### config.mk
export PLATFORM = sky130hd
export DESIGN_NAME = vga_timing_gen
export DESIGN_NICKNAME = d
export VERILOG_FILES = /design/src/rtl/vga_pkg.sv /design/src/rtl/vga_axis_counter.sv /design/src/rtl/vga_timing_gen.sv
export SDC_FILE = /design/constraint.sdc
export NUM_CORES = 1
export LEC_CHECK = 0
export CAP_MARGIN = 10
export CORE_UTILIZATION = 40
export DETAILED_ROUTE_END_ITERATION = 10
export GPL_ROUTABILITY_DRIVEN = 0
export RECOVER_POWER = 25
export SYNTH_ARGS = -nofsm -noshare
export SYNTH_HDL_FRONTEND = slang
export SYNTH_SLANG_ARGS = --single-unit
export TNS_END_PERCENT = 20
### constraint.sdc
create_clock -name clk_pix -period 9.2 [get_ports clk_pix]
set_clock_uncertainty 0.1 [all_clocks]
set_input_delay 0.92 -clock clk_pix [delete_from_list [all_inputs] [get_ports clk_pix]]
set_output_delay 0.92 -clock clk_pix [all_outputs]
set_load 0.005 [all_outputs]
### src/rtl/vga_pkg.sv
// Shared timing types, reset-time 640x480 defaults and timing-field helpers
// for the video timing generator.
package vga_pkg;

   localparam int VGA_CW = 11;

   localparam int DEF_H_ACTIVE = 640;
   localparam int DEF_H_FP     = 16;
   localparam int DEF_H_SYNC   = 96;
   localparam int DEF_H_BP     = 48;
   localparam int DEF_V_ACTIVE = 480;
   localparam int DEF_V_FP     = 10;
   localparam int DEF_V_SYNC   = 2;
   localparam int DEF_V_BP     = 33;

   // Sums carry two guard bits so a full 4-field total never overflows.
   localparam logic [VGA_CW+1:0] SUM_ONE  = {{(VGA_CW+1){1'b0}}, 1'b1};
   localparam logic [VGA_CW+1:0] AXIS_MAX = {2'b01, {VGA_CW{1'b0}}};

   typedef struct packed {
      logic [VGA_CW-1:0] active;
      logic [VGA_CW-1:0] fp;
      logic [VGA_CW-1:0] sync;
      logic [VGA_CW-1:0] bp;
   } axis_timing_t;

   typedef struct packed {
      axis_timing_t h;
      axis_timing_t v;
      logic [1:0]   pol;
   } vga_timing_t;

   function automatic logic [VGA_CW+1:0] axis_total(input axis_timing_t t);
      return {2'b00, t.active} + {2'b00, t.fp} + {2'b00, t.sync} + {2'b00, t.bp};
   endfunction

   function automatic logic axis_valid(input axis_timing_t t);
      return (t.active != '0) && (t.sync != '0) && (axis_total(t) <= AXIS_MAX);
   endfunction

endpackage

### src/rtl/vga_axis_counter.sv
// One timing axis: position counter over [0, total-1] plus combinational
// wrap, sync-window and active-region flags for the current position.
module vga_axis_counter
   import vga_pkg::*;
(
   input  logic              clk_pix,
   input  logic              rst_pix,
   input  logic              step,
   input  axis_timing_t      tim,
   output logic [VGA_CW-1:0] pos,
   output logic              wrap,
   output logic              in_sync,
   output logic              in_active
);

   logic [VGA_CW+1:0] pos_w;
   logic [VGA_CW+1:0] total;
   logic [VGA_CW+1:0] sync_lo;
   logic [VGA_CW+1:0] sync_hi;

   assign pos_w   = {2'b00, pos};
   assign total   = axis_total(tim);
   assign sync_lo = {2'b00, tim.active} + {2'b00, tim.fp};
   assign sync_hi = sync_lo + {2'b00, tim.sync};

   assign wrap      = step && (pos_w == (total - SUM_ONE));
   assign in_sync   = (pos_w >= sync_lo) && (pos_w < sync_hi);
   assign in_active = (pos_w < {2'b00, tim.active});

   always_ff @(posedge clk_pix or posedge rst_pix) begin
      if (rst_pix) begin
         pos <= '0;
      end else if (wrap) begin
         pos <= '0;
      end else if (step) begin
         pos <= pos + VGA_CW'(1);
      end
   end

endmodule

### src/rtl/vga_timing_gen.sv
// Video timing generator: runtime-reloadable h/v timing applied at frame
// boundaries, with registered coordinates, syncs, data enable and strobes.
module vga_timing_gen
   import vga_pkg::*;
#(
   parameter int CW       = VGA_CW,
   parameter int H_ACTIVE = DEF_H_ACTIVE,
   parameter int H_FP     = DEF_H_FP,
   parameter int H_SYNC   = DEF_H_SYNC,
   parameter int H_BP     = DEF_H_BP,
   parameter int V_ACTIVE = DEF_V_ACTIVE,
   parameter int V_FP     = DEF_V_FP,
   parameter int V_SYNC   = DEF_V_SYNC,
   parameter int V_BP     = DEF_V_BP,
   parameter bit H_POL    = 1'b0,
   parameter bit V_POL    = 1'b0
) (
   input  logic            clk_pix,
   input  logic            rst_pix,
   input  logic [4*CW-1:0] cfg_h,
   input  logic [4*CW-1:0] cfg_v,
   input  logic [1:0]      cfg_pol,
   input  logic            cfg_load,
   output logic            cfg_pending,
   output logic            cfg_err,
   output logic [CW-1:0]   sx,
   output logic [CW-1:0]   sy,
   output logic            hsync,
   output logic            vsync,
   output logic            de,
   output logic            line_start,
   output logic            frame_start,
   output logic            line_req,
   output logic [CW-1:0]   line_req_y,
   output logic            vblank_start,
   output logic [15:0]     frame_cnt
);

   localparam axis_timing_t RST_H = '{
      active: VGA_CW'(H_ACTIVE),
      fp:     VGA_CW'(H_FP),
      sync:   VGA_CW'(H_SYNC),
      bp:     VGA_CW'(H_BP)
   };
   localparam axis_timing_t RST_V = '{
      active: VGA_CW'(V_ACTIVE),
      fp:     VGA_CW'(V_FP),
      sync:   VGA_CW'(V_SYNC),
      bp:     VGA_CW'(V_BP)
   };
   localparam vga_timing_t RST_CFG = '{h: RST_H, v: RST_V, pol: {V_POL, H_POL}};

   vga_timing_t       live;
   vga_timing_t       pend;
   axis_timing_t      load_h;
   axis_timing_t      load_v;
   logic              load_ok;

   logic [VGA_CW-1:0] h;
   logic [VGA_CW-1:0] v;
   logic              h_wrap;
   logic              v_wrap;
   logic              h_sync;
   logic              v_sync;
   logic              h_act;
   logic              v_act;
   logic              frame_end;

   logic              v_last;
   logic [VGA_CW-1:0] v_next;
   logic              line_req_now;

   assign load_h  = cfg_h;
   assign load_v  = cfg_v;
   assign load_ok = axis_valid(load_h) && axis_valid(load_v);

   vga_axis_counter u_h_axis (
      .clk_pix   (clk_pix),
      .rst_pix   (rst_pix),
      .step      (1'b1),
      .tim       (live.h),
      .pos       (h),
      .wrap      (h_wrap),
      .in_sync   (h_sync),
      .in_active (h_act)
   );

   vga_axis_counter u_v_axis (
      .clk_pix   (clk_pix),
      .rst_pix   (rst_pix),
      .step      (h_wrap),
      .tim       (live.v),
      .pos       (v),
      .wrap      (v_wrap),
      .in_sync   (v_sync),
      .in_active (v_act)
   );

   // v only wraps on an h wrap, so this is exactly the last pixel of the frame.
   assign frame_end = v_wrap;

   // cfg_load is a bare strobe with no ready: every asserted cycle is one
   // capture attempt, judged on the cfg_* values present in that cycle.
   always_ff @(posedge clk_pix or posedge rst_pix) begin
      if (rst_pix) begin
         live        <= RST_CFG;
         pend        <= RST_CFG;
         cfg_pending <= 1'b0;
         cfg_err     <= 1'b0;
      end else begin
         cfg_err <= cfg_load && !load_ok;
         if (frame_end && cfg_pending) begin
            live <= pend;
         end
         // A capture in the boundary cycle survives as pending for the next frame.
         if (cfg_load && load_ok) begin
            pend        <= '{h: load_h, v: load_v, pol: cfg_pol};
            cfg_pending <= 1'b1;
         end else if (frame_end) begin
            cfg_pending <= 1'b0;
         end
      end
   end

   assign v_last       = ({2'b00, v} == (axis_total(live.v) - SUM_ONE));
   assign v_next       = v_last ? '0 : (v + VGA_CW'(1));
   assign line_req_now = (h == live.h.active) && (v_next < live.v.active);

   always_ff @(posedge clk_pix or posedge rst_pix) begin
      if (rst_pix) begin
         sx           <= '0;
         sy           <= '0;
         hsync        <= ~H_POL;
         vsync        <= ~V_POL;
         de           <= 1'b0;
         line_start   <= 1'b0;
         frame_start  <= 1'b0;
         line_req     <= 1'b0;
         line_req_y   <= '0;
         vblank_start <= 1'b0;
         frame_cnt    <= '0;
      end else begin
         sx           <= h;
         sy           <= v;
         hsync        <= h_sync ? live.pol[0] : ~live.pol[0];
         vsync        <= v_sync ? live.pol[1] : ~live.pol[1];
         de           <= h_act && v_act;
         line_start   <= (h == '0);
         frame_start  <= (h == '0) && (v == '0);
         vblank_start <= (h == '0) && (v == live.v.active);
         line_req     <= line_req_now;
         if (line_req_now) begin
            line_req_y <= v_next;
         end
         if (frame_end) begin
            frame_cnt <= frame_cnt + 16'd1;
         end
      end
   end

endmodule

==> out/results.ini, run 1 <==
[placed_design]
dpl_worst_slack_ns=1.28
portBuffers=150
placed_cells=2279
hpwlAfterDp_um=32900

[sta]
timing.slew.headroom_pct=-228
fin_crit_ns=7.98
hold_slack_ns=0.350
tightest_slew_ns=4.92
worst_slack_ns=1.22
min_period_over_period_pct=86.7
setup_tns_ns=0
rsz0062_at_grt=no
fmaxAchievable_mhz=125
slew_viol_final=107
hold_violations=0
setup_viol=0

[critical_path]
crit_start=live[35]
cpPeakStageDelay_ns=0.59
crit_fanout=14
endpoint_kind=flip-flop
r2r_slack_ns=1.22
endpoint=line_req_y[5]
reg2regPathDepth=32
critical_path_class=reg -> reg
cp_num_cells=32
start_kind=flip-flop
required_ns=9.54
crit_family=simple AND/OR/NAND/NOR gates
critPathArrivalTime_ns=8.32
path_buf_inv=2
crit_top_cell=a21oi_1
worst_path_max_delay_cell=and4_1
worstReg2RegEnd=line_req_y[5]
r2r-start=live[35]

[floorplan]
die_area_mm2=0.0444
die_x_um=211
core_mm2=0.0431
row_count=76
fp.dieH_um=211
initial_core_util_pct=40.5
ios=151

[power_and_ir_drop]
p_int_mw=2.56
combPwrFrac_pct=22.7
p_switching_mw=0.921
p_seq_share_pct=43.6
irDropWorstVdd_mv=0.109
p_sw_share_pct=26.5
clockPowerShare_pct=33.8
power_density_mw_per_mm2=171
p_leak_nw=9.52

[clock_tree]
cts_setup_buffers=0
clock_path_buffers=3
clkSinkCount=260
ctsResizeCount=0
root_buffer=clkbuf_16
path_clk_slew_ns=0.06
cts_buffers=29
htreeDepth=1
cts_tree=built
insertion_delay_ns=0.56
cts_hold_buf=0

[final_layout]
layout-drive-gt1-share_pct=14.8
syn2layout_area_growth_pct=17.0
final_util_pct=47.3
num-nets-final=2056
layout_commonest_cell=dfrtp_1
mostFrequentLayoutCells=dfrtp_1 (226), ha_1 (188), clkdlybuf4s50_1 (149)
fin_cells=2333

[min_path]
hp-start=live[0]
hp-class=reg -> reg

[logic_synthesis]
synth_area_mm2=0.0174
synth_edf_count=0
synth_flop_cell=dfrtp_1
synth.avg_cell_area_um2=11.1
syn-num-nets=1903
yosys-top-cells-area=dfrtp_1 (32%), ha_1 (13%), mux2_4 (7.7%)
synth_warnings=0
ys_seq_elements=260
seq_area_frac_synth_pct=37.6
yosysTopAreaCell=dfrtp_1
ys_async_sr_fraction_pct=100
synth_top_area_share_pct=32.4
ys_types=74
netlist_instances=1572

[global_route]
grt_overflow=0
grt_use_met3_pct=1.83
antenna_found_initial=1
busiest_layer=met2
grt_pass1_vias=12300
grt_use_total_pct=19.0
grt_max_degree=155
use_met1_pct=28.5
grt_pass1_wl_um=66900
grt_use_met2_pct=29.4

[routing]
drt-wirelength-per-cell_um=17.8
drtIter0Drc=630
drc=0
drt_wl_total_um=41500
ant_nets=0
vias=12100
drtPass1Iterations=5
avgViaCountPerCell=5.20

[run_status]
failed_checks=max-capacitance violations, max-slew violations
status=complete, but fails checks

[run]
maxCapViolations=1

==> sequential cells by signal (all words and copies together) (netlist names), 11 cells and up <==
name / count
frame_cnt: 16
line_req_y: 11
live: 90
pend: 90
sx: 11
sy: 11
u_h_axis.pos: 11
u_v_axis.pos: 11
==> how the worst min path moves through the flow <==
stage | endpoint | depth (start not counted)
6_report | hsync | 1
2_1_floorplan | sy[0] | 0
4_1_cts | hsync | 1
3_3_place_gp | hsync | 1
3_5_place_dp | hsync | 1
5_1_grt | hsync | 1
==> kinds of logic (layout without fill, tap and decap cells) <==
kind of cell             Yosys count  count (layout)  synth area share [%]
AO/OA/AOI/OAI                    295             295                  10.9
multiplexers                     153             153                  11.8
flip-flops                       260             260                  37.6
AND/OR/NAND/NOR                  337             337                  9.67
adder cells (fa/ha/maj)          239             239                  19.3
buffers and inverters            174             349                  4.93
XOR/XNOR                         114             114                  5.81
other                              0               1                     0
==> power by group through the flow <==
stage          combinational, mW  sequential (mW)  clock [mW]
2_1_floorplan              0.665             1.46           0
3_3_place_gp               0.769             1.52           0
3_5_place_dp               0.792             1.53           0
4_1_cts                    0.795             1.51        1.21
5_1_grt                    0.859             1.54        1.25
6_report                   0.788             1.52        1.17
==> cells in the mapped netlist (5+ instances only) <==
library cell  count
fa_1             50
mux2_4           89
xor2_1           44
or2_2             9
dfstp_2          34
o2111ai_1         8
nor2b_1          14
ha_1            188
nand2b_1         12
o21bai_1         12
nor4_1           20
a31oi_1           8
o21a_1           14
clkbuf_1          6
nand3_1          30
a21o_1           28
xnor2_1          69
mux2_1            8
nor3_1           19
and3_1           10
and2_1            5
a21oi_1          66
inv_1           138
nand4b_1          7
buf_2            12
dfrtp_1         226
o21ai_0          88
buf_12            9
o211ai_1          5
a211oi_1         22
nand2_1         108
nor2_1           67
mux2_2           56
nand4_1          17
==> stage by stage <==
step	total power, mW	cell area, um^2
floorplan	2.12	17400
global route	3.65	20400
global placement	2.29	19400
detailed placement	2.32	19400
finish	3.48	20400
CTS	3.52	20400
==> metal layers <==
metal | part of all wire [%] | wire length [um]
met3 | 3.8 | 1570
met1 | 51 | 21100
met4 | 1.8 | 766
met5 | 0 | 0
met2 | 43 | 18000
==> final cells by class <==
class	instances	area [um^2]
Clock inverter	11	121
Clock buffer	42	855
Inverter	138	519
Timing Repair Buffer	158	1580
Sequential cell	260	6550
Multi-Input combinational cell	1138	10000
Antenna cell	1	2.50
Fill cell	3913	22700
Tap cell	585	732
(Power assumes the default switching activity.)
==> run 2: changes to the inputs <==
--- a/config.mk
+++ b/config.mk
@@ -7,6 +7,7 @@
 export LEC_CHECK = 0
 export CAP_MARGIN = 10
 export CORE_UTILIZATION = 40
+export CTS_BUF_LIST = sky130_fd_sc_hd__clkbuf_4 sky130_fd_sc_hd__clkbuf_8 sky130_fd_sc_hd__clkbuf_16
 export DETAILED_ROUTE_END_ITERATION = 10
 export GPL_ROUTABILITY_DRIVEN = 0
 export RECOVER_POWER = 25
==> out/results.ini, run 2 (synthesis gave the netlist of run 1 again) <==
[sta]
fmaxAchievable_mhz=125  ; about the same
timing.slew.headroom_pct=-227  ; was -228%
min_period_over_period_pct=86.9  ; was 86.7%
slew_viol_final=107  ; unchanged
fin_crit_ns=7.99  ; was 7.98 ns
setup_tns_ns=0  ; unchanged
setup_viol=0  ; unchanged
worst_slack_ns=1.21  ; was 1.22 ns
tightest_slew_ns=4.90  ; was 4.92 ns
hold_slack_ns=0.357  ; was 0.350 ns
rsz0062_at_grt=no  ; unchanged
hold_violations=0  ; unchanged

[routing]
drt-wirelength-per-cell_um=17.8  ; about the same
vias=12100  ; about the same
avgViaCountPerCell=5.20  ; about the same
drt_wl_total_um=41500  ; about the same
drtPass1Iterations=5  ; unchanged
drtIter0Drc=725  ; was 630
ant_nets=0  ; unchanged
drc=0  ; unchanged

[clock_tree]
clock_path_buffers=3  ; unchanged
clkSinkCount=260  ; unchanged
ctsResizeCount=0  ; unchanged
cts_buffers=29  ; unchanged
cts_hold_buf=0  ; unchanged
insertion_delay_ns=0.56  ; about the same
htreeDepth=1  ; unchanged
cts_setup_buffers=0  ; unchanged
cts_tree=built  ; unchanged
root_buffer=clkbuf_16  ; unchanged
path_clk_slew_ns=0.06  ; about the same

[critical_path]
worst_path_max_delay_cell=and4_1  ; unchanged
endpoint_kind=flip-flop  ; unchanged
critPathArrivalTime_ns=8.34  ; was 8.32 ns
start_kind=flip-flop  ; unchanged
crit_fanout=14  ; unchanged
cpPeakStageDelay_ns=0.60  ; was 0.59 ns
required_ns=9.55  ; was 9.54 ns
critical_path_class=reg -> reg  ; unchanged
crit_top_cell=a21oi_1  ; unchanged

[min_path]
hp-class=reg -> reg  ; unchanged

[final_layout]
num-nets-final=2056  ; unchanged
syn2layout_area_growth_pct=17.1  ; was 17.0%
layout-drive-gt1-share_pct=15.1  ; was 14.8%
postLayoutCellArea_mm2=0.0204  ; about the same
fill_cells=3909  ; was 3913
top_regs=live: 90 flops, pend: 90 flops, frame_cnt: 16 flops  ; unchanged
mostFrequentLayoutCells=dfrtp_1 (226), ha_1 (188), clkdlybuf4s50_1 (149)  ; unchanged
layout_commonest_cell=dfrtp_1  ; unchanged

[power_and_ir_drop]
p_total_mw=3.49  ; was 3.48 mW
power_density_mw_per_mm2=171  ; about the same
p_leak_nw=9.54  ; was 9.52 nW
irDropWorstVdd_mv=0.111  ; was 0.109 mV

[placed_design]
portBuffers=150  ; unchanged
dpl_cell_area_mm2=0.0194  ; unchanged
hpwlAfterDp_um=32900  ; unchanged
dpl_worst_slack_ns=1.28  ; unchanged

[run_status]
failed_checks=max-capacitance violations, max-slew violations  ; unchanged
status=complete, but fails checks  ; unchanged

[global_route]
grt_max_degree=155  ; unchanged
busiest_layer=met2  ; unchanged
grt_use_met2_pct=29.4  ; about the same
grt_use_total_pct=19.1  ; was 19.0%
grt_pass1_vias=12300  ; about the same
grt_pass1_wl_um=67000  ; was 66900 um
grt_use_met3_pct=1.95  ; was 1.83%
use_met1_pct=28.6  ; was 28.5%
grt_overflow=0  ; unchanged
antenna_found_initial=1  ; unchanged

[floorplan]
core_mm2=0.0431  ; unchanged
die_area_mm2=0.0444  ; unchanged
initial_core_util_pct=40.5  ; unchanged
fp.dieH_um=211  ; unchanged
die_x_um=211  ; unchanged
row_count=76  ; unchanged
ios=151  ; unchanged

[run]
maxCapViolations=1  ; unchanged

run 2: critical path, delay by kind of cell, from the launching register on:
family / cells / cell delay [ns]
adder cells (fa/ha/maj): 6 / 1.94
AO/OA/AOI/OAI: 12 / 2.03
flip-flops: 1 / 0.45
XOR/XNOR: 2 / 0.37
multiplexers: 1 / 0.35
AND/OR/NAND/NOR: 9 / 2.34
buffers and inverters: 2 / 0.28
run 2: metal layers:
layer | share of wire (%) | wire length, um | vias up
li1 | - | - | 5875
met1 | 51 | 21300 | 5954
met2 | 43 | 18000 | 246
met3 | 3.7 | 1550 | 51
met4 | 1.7 | 725 | 0
met5 | 0 | 0 | -
run 2: worst paths after layout:
path                          start             to  slack, ns  cells past startpoint
hold reg to reg             live[0]          hsync       0.36                      1
min in group asynchronous   rst_pix          sx[1]       2.17                      2
setup reg to reg           live[35]  line_req_y[5]       1.21                     32
max in group asynchronous   rst_pix       live[35]       4.57                      2
setup / recovery           live[35]  line_req_y[5]       1.21                     32
hold / removal              live[0]          hsync       0.36                      1
run 2: report_power, final:
group          internal [mW]  switching, mW  total, mW
registers               1.37          0.144       1.52
logic                  0.486          0.303      0.788
clock network          0.714          0.477       1.19
run 2: final cells by class:
class	instances	area (um^2)	share of cell area, %
Multi-Input combinational cell	1138	10000	49.1
Tap cell	585	732	3.59
Clock buffer	42	873	4.28
Clock inverter	11	121	0.595
Inverter	138	519	2.54
Sequential cell	260	6550	32.1
Timing Repair Buffer	158	1580	7.75
Antenna cell	1	2.50	0.0123
run 2: metrics by stage:
stage | std cells | utilization (%)
finish | 2333 | 47.4
global route | 2333 | 47.4
CTS | 2332 | 47.4
detailed placement | 2279 | 45.1
global placement | 2279 | 45.1
floorplan | 1572 | -
